--- config.mk ---
export PLATFORM = sky130hd
export DESIGN_NAME = store_buffer_flat
export DESIGN_NICKNAME = d
export VERILOG_FILES = /design/src/rtl/sb_pkg.sv /design/src/rtl/store_buffer_if.sv /design/src/rtl/sb_fifo.sv /design/src/rtl/store_buffer.sv /design/src/flat_wrapper.sv
export SDC_FILE = /design/constraint.sdc
export NUM_CORES = 1
export LEC_CHECK = 0
export ABC_CLOCK_PERIOD_IN_PS = 6000
export CORE_MARGIN = 2
export CORE_UTILIZATION = 45
export CTS_CLUSTER_DIAMETER = 200
export DETAILED_ROUTE_END_ITERATION = 8
export PLACE_DENSITY = 0.78
export SLEW_MARGIN = 20
export SYNTH_ARGS = -nofsm -noshare
export SYNTH_HDL_FRONTEND = slang
export SYNTH_HIERARCHICAL = 1
export SYNTH_SLANG_ARGS = --single-unit
export TNS_END_PERCENT = 10
--- constraint.sdc ---
create_clock -name clk -period 6 [get_ports clk]
set_input_delay 1.8 -clock clk [delete_from_list [all_inputs] [get_ports clk]]
set_output_delay 1.8 -clock clk [all_outputs]
set_load 0.01 [all_outputs]
--- src/rtl/sb_pkg.sv ---
// Shared types, funct3 encodings and the load byte/half extraction helper for
// the store buffer.
//
// Contents:
//   SbAddrW       - address width stored in each entry (store_buffer AW must not exceed it)
//   Ld*/St*       - funct3 encodings for loads and stores
//   sb_entry_t    - one buffered store: {st_type, addr, data}
//   load_extract  - byte/half selection plus sign/zero extension of a 32-bit word
package sb_pkg;

    localparam int unsigned SbAddrW = 32;

    localparam logic [2:0] LdLb  = 3'b000;
    localparam logic [2:0] LdLh  = 3'b001;
    localparam logic [2:0] LdLw  = 3'b010;
    localparam logic [2:0] LdLbu = 3'b100;
    localparam logic [2:0] LdLhu = 3'b101;

    localparam logic [2:0] StSb = 3'b000;
    localparam logic [2:0] StSh = 3'b001;
    localparam logic [2:0] StSw = 3'b010;

    typedef struct packed {
        logic [2:0]         st_type;
        logic [SbAddrW-1:0] addr;
        logic [31:0]        data;
    } sb_entry_t;

    // Select the addressed byte/half of a word and extend it as the load type asks.
    function automatic logic [31:0] load_extract(input logic [31:0] word,
                                                 input logic [2:0]  ld_type,
                                                 input logic [1:0]  offset);
        logic [31:0] shifted;
        logic [31:0] result;
        shifted = word >> {offset, 3'b000};
        case (ld_type)
            LdLb:    result = {{24{shifted[7]}}, shifted[7:0]};
            LdLh:    result = {{16{shifted[15]}}, shifted[15:0]};
            LdLbu:   result = {24'b0, shifted[7:0]};
            LdLhu:   result = {16'b0, shifted[15:0]};
            default: result = word;
        endcase
        return result;
    endfunction

endpackage

--- src/rtl/store_buffer_if.sv ---
// Core/memory side signal bundle of the store buffer.
//
// Parameters: AW - address width.
// Modports:
//   slave  - the store buffer: takes the core request, drives the memory port,
//            stall, sb_empty and the forwarding result.
//   master - the core/memory environment around it.
interface store_buffer_if #(
    parameter int unsigned AW = 32
) ();
    // Core request
    logic          cpu_st_valid;
    logic          cpu_ld_valid;
    logic [2:0]    cpu_st_type;
    logic [2:0]    cpu_ld_type;
    logic [AW-1:0] cpu_addr;
    logic [31:0]   cpu_wdata;
    // Core status
    logic          stall;
    logic          sb_empty;
    // Memory port
    logic          d_wr_en;
    logic [2:0]    store_type;
    logic [2:0]    load_type;
    logic [AW-1:0] dAddr;
    logic [31:0]   dWdata;
    // Store-to-load forwarding result
    logic          fwd_valid;
    logic [31:0]   fwd_data;

    modport slave (
        input  cpu_st_valid, cpu_ld_valid, cpu_st_type, cpu_ld_type, cpu_addr, cpu_wdata,
        output stall, sb_empty, d_wr_en, store_type, load_type, dAddr, dWdata,
        output fwd_valid, fwd_data
    );

    modport master (
        output cpu_st_valid, cpu_ld_valid, cpu_st_type, cpu_ld_type, cpu_addr, cpu_wdata,
        input  stall, sb_empty, d_wr_en, store_type, load_type, dAddr, dWdata,
        input  fwd_valid, fwd_data
    );
endinterface

--- src/rtl/sb_fifo.sv ---
// Circular storage for the store buffer: entry array, write/read pointers and
// occupancy count. Full/empty come from the count only.
//
// Ports:
//   clk, rst_n  - clock, asynchronous active-low reset (pointers and count only)
//   push        - write push_entry at the tail this cycle
//   push_entry  - entry to enqueue
//   pop         - retire the head entry this cycle (caller guarantees count > 0)
//   head        - oldest entry
//   entries     - whole entry array, indexed by slot
//   valid       - per-slot occupancy
//   count       - number of occupied entries
//   rd_ptr      - slot index of the head (lets callers walk slots in age order)
//   full, empty - occupancy flags
module sb_fifo
    import sb_pkg::*;
#(
    parameter  int unsigned DEPTH = 4,
    localparam int unsigned PW    = $clog2(DEPTH) + 1,
    localparam int unsigned IW    = $clog2(DEPTH)
) (
    input  logic             clk,
    input  logic             rst_n,
    input  logic             push,
    input  sb_entry_t        push_entry,
    input  logic             pop,
    output sb_entry_t        head,
    output sb_entry_t        entries [DEPTH],
    output logic [DEPTH-1:0] valid,
    output logic [PW-1:0]    count,
    output logic [PW-1:0]    rd_ptr,
    output logic             full,
    output logic             empty
);

    logic [PW-1:0] wr_ptr_q, wr_ptr_d;
    logic [PW-1:0] rd_ptr_q, rd_ptr_d;
    logic [PW-1:0] count_q,  count_d;
    sb_entry_t     mem_q [DEPTH];
    logic [IW-1:0] age;

    // Pointers stay within 0..DEPTH-1.
    function automatic logic [PW-1:0] ptr_inc(input logic [PW-1:0] p);
        return (p == PW'(DEPTH - 1)) ? '0 : p + PW'(1);
    endfunction

    always_comb begin
        wr_ptr_d = wr_ptr_q;
        rd_ptr_d = rd_ptr_q;
        count_d  = count_q;
        if (push) wr_ptr_d = ptr_inc(wr_ptr_q);
        if (pop)  rd_ptr_d = ptr_inc(rd_ptr_q);
        case ({push, pop})
            2'b10:   count_d = count_q + PW'(1);
            2'b01:   count_d = count_q - PW'(1);
            default: count_d = count_q;
        endcase
    end

    always_ff @(posedge clk or negedge rst_n) begin
        if (!rst_n) begin
            wr_ptr_q <= '0;
            rd_ptr_q <= '0;
            count_q  <= '0;
        end else begin
            wr_ptr_q <= wr_ptr_d;
            rd_ptr_q <= rd_ptr_d;
            count_q  <= count_d;
        end
    end

    // Entry contents need no reset: only slots covered by count are ever used.
    always_ff @(posedge clk) begin
        if (push) mem_q[wr_ptr_q[IW-1:0]] <= push_entry;
    end

    // A slot is live when its distance from the head is below count.
    always_comb begin
        valid = '0;
        age   = '0;
        for (int i = 0; i < DEPTH; i++) begin
            age      = IW'(i) - rd_ptr_q[IW-1:0];
            valid[i] = PW'(age) < count_q;
        end
    end

    assign entries = mem_q;
    assign head    = mem_q[rd_ptr_q[IW-1:0]];
    assign count   = count_q;
    assign rd_ptr  = rd_ptr_q;
    assign full    = (count_q == PW'(DEPTH));
    assign empty   = (count_q == '0);

endmodule

--- src/rtl/store_buffer.sv ---
// Store buffer between the core's execute stage and a single-port data memory
// (shared address, combinational read, posedge write). Stores retire into the
// buffer in one cycle and drain in program order whenever a load does not own
// the port. A load hitting a pending store's word stalls until it has drained.
//
// Optional feature, macro STORE_FWD_EN: a load whose youngest matching entry is
// an SW is served from that entry (fwd_valid/fwd_data) without stalling, and the
// head drains in the same cycle. Undefined: fwd_valid and fwd_data are tied 0.
//
// Parameters: DEPTH (power of 2, >= 2), AW (address width, <= sb_pkg::SbAddrW).
// Ports:
//   clk, rst_n - clock, asynchronous active-low reset
//   bus        - store_buffer_if.slave: core request, stall/sb_empty, memory
//                port (d_wr_en, store_type, load_type, dAddr, dWdata), forwarding
module store_buffer
    import sb_pkg::*;
#(
    parameter int unsigned DEPTH = 4,
    parameter int unsigned AW    = 32
) (
    input logic           clk,
    input logic           rst_n,
    store_buffer_if.slave bus
);

    localparam int unsigned PW = $clog2(DEPTH) + 1;
    localparam int unsigned IW = $clog2(DEPTH);

    sb_entry_t        head;
    sb_entry_t        entries [DEPTH];
    sb_entry_t        push_entry;
    logic [DEPTH-1:0] valid;
    logic [DEPTH-1:0] match;
    logic [PW-1:0]    count;
    logic [PW-1:0]    rd_ptr;
    logic             full;
    logic             empty;
    logic             push;
    logic             drain;
    logic             hit;
    logic             fwd_ok;

    sb_fifo #(
        .DEPTH (DEPTH)
    ) u_fifo (
        .clk        (clk),
        .rst_n      (rst_n),
        .push       (push),
        .push_entry (push_entry),
        .pop        (drain),
        .head       (head),
        .entries    (entries),
        .valid      (valid),
        .count      (count),
        .rd_ptr     (rd_ptr),
        .full       (full),
        .empty      (empty)
    );

    assign push_entry = '{st_type: bus.cpu_st_type,
                          addr:    SbAddrW'(bus.cpu_addr),
                          data:    bus.cpu_wdata};

    // Word-granular hazard compare; the byte offset is ignored.
    always_comb begin
        match = '0;
        for (int i = 0; i < DEPTH; i++) begin
            match[i] = valid[i] && (entries[i].addr[AW-1:2] == bus.cpu_addr[AW-1:2]);
        end
    end

    assign hit = bus.cpu_ld_valid && (|match);

`ifdef STORE_FWD_EN
    sb_entry_t     youngest;
    logic [IW-1:0] slot;

    // Walk slots oldest to youngest so the last match seen is the youngest.
    always_comb begin
        youngest = '0;
        slot     = '0;
        for (int k = 0; k < DEPTH; k++) begin
            slot = rd_ptr[IW-1:0] + IW'(k);
            if (match[slot]) youngest = entries[slot];
        end
    end

    // A full-word store covers every byte the load can want.
    assign fwd_ok       = hit && (youngest.st_type == StSw);
    assign bus.fwd_valid = fwd_ok;
    assign bus.fwd_data  = fwd_ok ?
                           load_extract(youngest.data, bus.cpu_ld_type, bus.cpu_addr[1:0]) :
                           32'h0;
`else
    logic unused_rd_ptr;

    assign fwd_ok        = 1'b0;
    assign bus.fwd_valid = 1'b0;
    assign bus.fwd_data  = 32'h0;
    assign unused_rd_ptr = ^rd_ptr;
`endif

    // Port arbitration: a non-hitting load owns the port; otherwise the head drains.
    always_comb begin
        drain          = 1'b0;
        bus.stall      = 1'b0;
        bus.d_wr_en    = 1'b0;
        bus.dAddr      = '0;
        bus.dWdata     = '0;
        bus.store_type = '0;
        bus.load_type  = LdLw;

        if (bus.cpu_ld_valid && !hit) begin
            bus.dAddr     = bus.cpu_addr;
            bus.load_type = bus.cpu_ld_type;
        end else if (bus.cpu_ld_valid) begin
            drain     = 1'b1;
            bus.stall = !fwd_ok;
        end else if (!empty) begin
            drain = 1'b1;
        end

        if (drain) begin
            bus.d_wr_en    = 1'b1;
            bus.dAddr      = head.addr[AW-1:0];
            bus.dWdata     = head.data;
            bus.store_type = head.st_type;
        end

        // A draining cycle frees a slot, so a full buffer can still accept.
        push = bus.cpu_st_valid && (!full || drain);
        if (bus.cpu_st_valid && full && !drain) bus.stall = 1'b1;
    end

    assign bus.sb_empty = empty;

endmodule

--- src/flat_wrapper.sv ---
// flat-port wrapper written by rule: the top's interface ports become plain ports
module store_buffer_flat import sb_pkg::*;
#(
    parameter int unsigned DEPTH = 4,
    parameter int unsigned AW    = 32
)
  (clk, rst_n, bus_cpu_st_valid, bus_cpu_ld_valid, bus_cpu_st_type, bus_cpu_ld_type, bus_cpu_addr, bus_cpu_wdata, bus_stall, bus_sb_empty, bus_d_wr_en, bus_store_type, bus_load_type, bus_dAddr, bus_dWdata, bus_fwd_valid, bus_fwd_data);
  store_buffer_if #(.AW(AW)) bus_i ();
  input logic clk;
  input logic rst_n;
  input wire logic [$bits(bus_i.cpu_st_valid)-1:0] bus_cpu_st_valid;
  input wire logic [$bits(bus_i.cpu_ld_valid)-1:0] bus_cpu_ld_valid;
  input wire logic [$bits(bus_i.cpu_st_type)-1:0] bus_cpu_st_type;
  input wire logic [$bits(bus_i.cpu_ld_type)-1:0] bus_cpu_ld_type;
  input wire logic [$bits(bus_i.cpu_addr)-1:0] bus_cpu_addr;
  input wire logic [$bits(bus_i.cpu_wdata)-1:0] bus_cpu_wdata;
  output wire logic [$bits(bus_i.stall)-1:0] bus_stall;
  output wire logic [$bits(bus_i.sb_empty)-1:0] bus_sb_empty;
  output wire logic [$bits(bus_i.d_wr_en)-1:0] bus_d_wr_en;
  output wire logic [$bits(bus_i.store_type)-1:0] bus_store_type;
  output wire logic [$bits(bus_i.load_type)-1:0] bus_load_type;
  output wire logic [$bits(bus_i.dAddr)-1:0] bus_dAddr;
  output wire logic [$bits(bus_i.dWdata)-1:0] bus_dWdata;
  output wire logic [$bits(bus_i.fwd_valid)-1:0] bus_fwd_valid;
  output wire logic [$bits(bus_i.fwd_data)-1:0] bus_fwd_data;
  assign bus_i.cpu_st_valid = bus_cpu_st_valid;
  assign bus_i.cpu_ld_valid = bus_cpu_ld_valid;
  assign bus_i.cpu_st_type = bus_cpu_st_type;
  assign bus_i.cpu_ld_type = bus_cpu_ld_type;
  assign bus_i.cpu_addr = bus_cpu_addr;
  assign bus_i.cpu_wdata = bus_cpu_wdata;
  assign bus_stall = bus_i.stall;
  assign bus_sb_empty = bus_i.sb_empty;
  assign bus_d_wr_en = bus_i.d_wr_en;
  assign bus_store_type = bus_i.store_type;
  assign bus_load_type = bus_i.load_type;
  assign bus_dAddr = bus_i.dAddr;
  assign bus_dWdata = bus_i.dWdata;
  assign bus_fwd_valid = bus_i.fwd_valid;
  assign bus_fwd_data = bus_i.fwd_data;
  store_buffer #(.DEPTH(DEPTH), .AW(AW)) u_core (.clk(clk), .rst_n(rst_n), .bus(bus_i));
endmodule
== Word-level counts from Yosys, hierarchy flattened ==
Cells that the tools add are included.

* Input port bits: 74
* Bits in read-only memories: 0
* Register bits: 277
* Bits in latches: 0
* Memories kept: 0
* Memory bits (writable): 0
* Output and inout bits: 106
* Word-level logic and storage cells: 79

* Reductions and logical operators: 17
* Div/mod/pow operators: 0
* Magnitude comparators: 7
* Muxes and demuxes: 21
* Bitwise operators: 2
* $mul: 0
* Eq/ne operators: 9
* Add/subtract/negate cells: 8
* Shifts and indexed selects: 0

{| class="wikitable"
|+ Operators with widths
! operator !! number
|-
| $bwmux 268 || 1
|-
| $mux 67 || 3
|-
| $bmux 67 s2 || 1
|-
| $demux 67 s2 || 1
|-
| $eq 30x30->1 || 4
|-
| $mux 32 || 3
|-
| $lt 2x3->1 || 4
|-
| $mux 3 || 4
|-
| $logic_and 1x1->1 || 10
|-
| $add 3x1->3 const B || 3
|-
| $mux 1 || 7
|-
| $eq 3x2->1 const B || 2
|-
| $ge 3x3->1 const B || 2
|-
| $not 2->3 || 2
|-
| $pmux 3 s2 || 1
|-
| $reduce_or 4->1 || 1
|-
| $sub 1x2->2 const A || 2
|-
| $sub 2x2->2 const A || 2
|-
| $eq 3x3->1 const B || 1
|-
| $logic_not 1->1 || 3
|-
| $logic_not 3->1 || 1
|-
| $lt 3x1->1 const B || 1
|-
| $sub 3x1->3 const B || 1
|-
| $eq 2x1->1 const B || 1
|-
| other kinds (3) || 3
|}

== Depth between registers and ports, before layout ==
Gate-level depths: netlist of run 1.

* Depth after elaboration: 12
* Mapped depth: 20
* Gate-level depth less buffers: 17

== Cells and area by module ==
The synthesis of run 1 kept the hierarchy.

{| class="wikitable"
|+ By module, submodules not included
! module !! cells each !! seq. area each (um^2) !! instances !! area an instance (um^2)
|-
| sb_fifo || 413 || 8272.9 || 1 || 10354.9
|-
| store_buffer || 382 || 0.0 || 1 || 2802.7
|}

== Worst setup path after synthesis of run 1 ==
OpenSTA, ideal clock, no wires.

* Path type: input -> register
* Start point: input port bus_cpu_addr[28]
* End point: register u_core.u_fifo.mem_q, in the netlist u_core/u_fifo/entries[0], enable pin
* Stages: 9
* Buffers on the path: 2
* Required time: 5567 ps
* Setup time: 433 ps
* Arrival time: 4912 ps
* Setup slack: 655 ps
* Path through: buf_4 xnor2_1 nand4_1 nor4_1 a22oi_1 a31oi_4 buf_6 o21a_1 and2_1

* Word-level cells in the longest chain between the ends: 9
* Elaborated cells on any way between the ends: 15
* Those cells by class: eq/ne: 4; mux: 1; reduce/logical: 10

{| class="wikitable"
|+ Ends and longest elaborated chain
! item !! RTL line !! source
|-
| start: declaration || flat_wrapper.sv:15 || <nowiki>input wire logic [$bits(bus_i.cpu_addr)-1:0] bus_cpu_addr;</nowiki>
|-
| $eq 30x30->1 || store_buffer.sv:68 || <nowiki>match[i] = valid[i] && (entries[i].addr[AW-1:2] == bus.cpu_addr[AW-1:2]);</nowiki>
|-
| $logic_and 1x1->1 || store_buffer.sv:68 ||
|-
| $reduce_or 4->1 (*) || store_buffer.sv:72 || <nowiki>assign hit = bus.cpu_ld_valid && (|match);</nowiki>
|-
| $logic_and 1x1->1 (*) || store_buffer.sv:72 ||
|-
| $logic_not 1->1 (*) || store_buffer.sv:113 || <nowiki>if (bus.cpu_ld_valid && !hit) begin</nowiki>
|-
| $logic_and 1x1->1 (*) || store_buffer.sv:113 ||
|-
| $mux 1 (*) || store_buffer.sv:113 ||
|-
| $logic_or 1x1->1 (*) || store_buffer.sv:131 || <nowiki>push = bus.cpu_st_valid && (!full || drain);</nowiki>
|-
| $logic_and 1x1->1 (*) || store_buffer.sv:131 ||
|-
| via u_core.push || store_buffer.sv:38 || <nowiki>logic push;</nowiki>
|-
| end signal: indexed assignment || sb_fifo.sv:74 || <nowiki>if (push) mem_q[wr_ptr_q[IW-1:0]] <= push_entry;</nowiki>
|-
| end: declaration || sb_fifo.sv:39 || <nowiki>sb_entry_t mem_q [DEPTH];</nowiki>
|}

The timed path passes the listed nets; every way through them passes the cells marked *.
A chain may end at the register's enable or synchronous reset.

== Final worst setup path of run 1 ==
* Start point: input port bus_cpu_addr[7]
* End point: output port bus_dWdata[13]

* Word-level cells in the longest chain between the ends: 8
* Elaborated cells on any way between the ends: 14
* Those cells by class: eq/ne: 4; mux: 2; reduce/logical: 8

{| class="wikitable"
|+ Ends and longest elaborated chain
! item !! RTL line !! source
|-
| $eq 30x30->1 || store_buffer.sv:68 ||
|-
| $logic_and 1x1->1 || store_buffer.sv:68 ||
|-
| $reduce_or 4->1 (*) || store_buffer.sv:72 ||
|-
| $logic_and 1x1->1 (*) || store_buffer.sv:72 ||
|-
| $logic_not 1->1 (*) || store_buffer.sv:113 ||
|-
| $logic_and 1x1->1 (*) || store_buffer.sv:113 ||
|-
| $mux 1 (*) || store_buffer.sv:113 ||
|-
| $mux 32 (*) || store_buffer.sv:123 || <nowiki>if (drain) begin</nowiki>
|-
| end: declaration || flat_wrapper.sv:23 || <nowiki>output wire logic [$bits(bus_i.dWdata)-1:0] bus_dWdata;</nowiki>
|}

Every way passes the cells marked *; elsewhere a longest branch is shown, timed or not.

==> reports/qor.yml, run 1 <==
cp-startpoint: "bus_cpu_addr[7]"
port_buffers: 146
synth.top_cell.area_share_pct: 61.16
dr.pass1.iters: 5
start_util_pct: 45.72
worstPathRequired_ps: 4200
post-place-ws_ps: -722.5
worst_clock_skew_ps: 20.76
track_usage_pct: 19.33
worst_slack_ps: -79.33
antenna_found_initial: 3
hold_class: "flip-flop to flip-flop"
path_delay_family: "buffers and inverters"
powerDensity_mw_per_mm2: 401.6
gp_congestion: 0.8408
cts_hold_buf: 0
worst_path_max_delay_cell: "dlygate4sd2_1"
ff2ff_setup_slack_ps: 1490
area_growth_pct: 25.21
cts_sinks: 277
fmax_mhz: 164.5
hp-start: "u_core/u_fifo/wr_ptr_q[2]"
worstSetupPathType: "input port to primary output"
post-route-period-util_pct: 101.3
slowest_delay_ps: 480
grt_pass1_wl_microns: 44640
cts_buffer_depth: 3
routed_wirelength_microns: 29720
die_h_microns: 175.0
ys.flop_type: "edfxtp_1"
post-route-min-period_ps: 6079
syn_inst: 795
num_vias: 7346
cts_tree: "built"
fin_tns_setup_ps: -984.6
worstSkewPairLatency_ps: 550
final_antenna_net_count: 0
grt_max_degree: 68
drive_above_1_share_pct: 30.53
grt_pass1_vias: 7462
reg2reg_from: "u_core/u_fifo/rd_ptr[0]"
yosysWarnings: 6
grt_remaining_overflow: 0
route.detailed.drc: 0
async_flop_share_pct: 3.249
violations: "setup timing"
hold_viol: 0
fin_area_sq_mm: 0.01647
synth_area_sq_mm: 0.01316
cp_num_buf_inv: 6
die_area_sq_mm: 0.03062
ir_drop_mv: 0.2679
relSlewSlack_pct: 29.27
worstPathCellList: "dlygate4sd2_1 -> xnor2_1 -> nand4_1 -> nor4_4 -> a22oi_2 -> buf_4 -> a31oi_4 -> buf_12 -> buf_16 -> clkbuf_4 -> and2_1 -> buf_2"
rsz0062_at_grt: "true"
slew_viol_final: 0
critPathMaxFanout: 8
avgSynthCellArea_sq_um: 16.55
avgViaCountPerCell: 5.130
place_area_sq_mm: 0.01519
p_total_mw: 6.616
yosys_register_bits: 277
rows: 62
synth_cell_types: 36
cap_viol_max_count: 0
synth_area_leaders: "edfxtp_1 61%, mux4_2 11%, xnor2_1 8.1%"
p_leak_nw: 6.123
dpl.hpwl_microns: 19300
setup_violations: 29
ioPinCount: 180
wl_per_cell_microns: 20.75
clk_pin_slew_ps: 60
cts-root-buf: "clkbuf_16"
coreArea_sq_mm: 0.02878
end_kind: "primary output"
tightestPinTransition_ps: 1061
cts-buffers-inserted: 28
utilization_pct: 57.24
yosys.area.top_type: "edfxtp_1"
die_w_microns: 175.0
status: "finished, violations left"
drt_iter0_drc: 678
nNetsFinal: 1108
synth-edff-count: 268
startpoint_type: "input port"
htreeDepth: 1
ys_seq_area_share_pct: 62.88
cp.arrival_ps: 4280
worst min-delay path: cells and delay by family, from the launching register on:
family,cells,cell delay (ps)
AND/OR/NAND/NOR,1,80
buffers and inverters,1,40
flip-flops,1,320
sequential cells by signal, indices dropped and copies added, names as in the netlist:
name,count
u_core/u_fifo/rd_ptr,3
u_core/u_fifo/wr_ptr_q,3
u_core/u_fifo/count,3
u_core/u_fifo/entries,268
cell type report:
cell class	count	area, sq um
Fill cell	2158	12310
Sequential cell	277	8278
Multi-Input combinational cell	415	4328
Timing Repair Buffer	256	2374
Clock buffer	35	726.9
Tap cell	384	480.5
Inverter	45	168.9
Clock inverter	17	111.4
Antenna cell	3	7.507
repair_timing:
item | 4_1_cts | 5_1_grt
pin swaps | 15 | 23
gates resized for setup | 285 | 32
gates cloned | 3 | 1
setup endpoints to repair | 72 | 72
setup buffers | 8 | 12
synth_stat cells, drive strengths merged, types with 6 or more instances:
| cell type | n |
|---|---|
| nand4 | 28 |
| inv | 45 |
| dfrtp | 9 |
| nand3 | 6 |
| and2 | 39 |
| ha | 10 |
| mux4 | 67 |
| xnor2 | 121 |
| mux2i | 33 |
| edfxtp | 268 |
| buf | 86 |
| nor4 | 8 |
| nand2 | 37 |
per-stage QoR:
step	hold slack (ps)	cells
after floorplan	460.2	827
after global placement	477.1	1354
after detailed placement	478.8	1354
after CTS	493.0	1417
after global routing	526.1	1429
final	487.0	1432
worst paths after layout:
check                                             end  depth (start not counted)
hold reg to reg             u_core/u_fifo/wr_ptr_q[2]                          2
min in group asynchronous   u_core/u_fifo/wr_ptr_q[1]                          1
max in group asynchronous     u_core/u_fifo/rd_ptr[0]                          1
setup reg to reg           u_core/u_fifo/entries[225]                         15
setup / recovery                       bus_dWdata[13]                         12
hold / removal              u_core/u_fifo/wr_ptr_q[2]                          2
logic make-up (layout without fill, tap and decap cells):
group | after synthesis | count (layout) | share of synthesized area [%]
AO/OA/AOI/OAI | 16 | 16 | 0.8463
XOR/XNOR | 123 | 123 | 8.188
adder cells (fa/ha/maj) | 11 | 11 | 1.103
buffers and inverters | 135 | 353 | 7.512
flip-flops | 277 | 277 | 62.88
multiplexers | 101 | 101 | 14.06
other | 1 | 36 | 0.02850
AND/OR/NAND/NOR | 131 | 131 | 5.382
placed cells by master, fill, tap and decap left out, types with 6 or more instances in the layout:
| master | count |
|---|---|
| conb_1 | 33 |
| clkbuf_16 | 28 |
| and2_1 | 31 |
| mux2i_1 | 30 |
| and2_4 | 8 |
| nor4_2 | 6 |
| xnor2_2 | 24 |
| mux4_2 | 67 |
| buf_6 | 14 |
| buf_2 | 34 |
| inv_1 | 45 |
| dlymetal6s2s_1 | 10 |
| clkdlybuf4s15_1 | 6 |
| buf_4 | 82 |
| buf_12 | 10 |
| ha_1 | 10 |
| clkdlybuf4s50_1 | 45 |
| clkdlybuf4s15_2 | 18 |
| xnor2_1 | 97 |
| edfxtp_1 | 268 |
| clkbuf_1 | 7 |
| dlygate4sd2_1 | 31 |
| nand2_1 | 37 |
| clkinv_1 | 8 |
| dfrtp_1 | 7 |
| clkinv_2 | 7 |
| nand4_1 | 28 |
report_power, final:
group | switching, mW | leakage, nW | internal [mW]
sequential | 0.152 | 2.57 | 2.55
clock | 0.686 | 0.414 | 0.898
combinational | 1.19 | 3.14 | 1.14
metal layers:
layer	share of wire, %	vias to the layer above	wire length [microns]	GRT usage, %
li1	-	3329	-	-
met3	8.9	40	2650	4.547
met4	1.8	0	547	3.819
met5	0	-	0	0
met1	41	3645	12190	26.58
met2	48	332	14330	31.80
(Power assumes the default switching activity.)
==> inputs of run 2 (changes only) <==
CAP_MARGIN = 20   (was unset)
==> results of run 2 <==
Same layout as run 1: the final DEF is identical, and so are final timing and power.
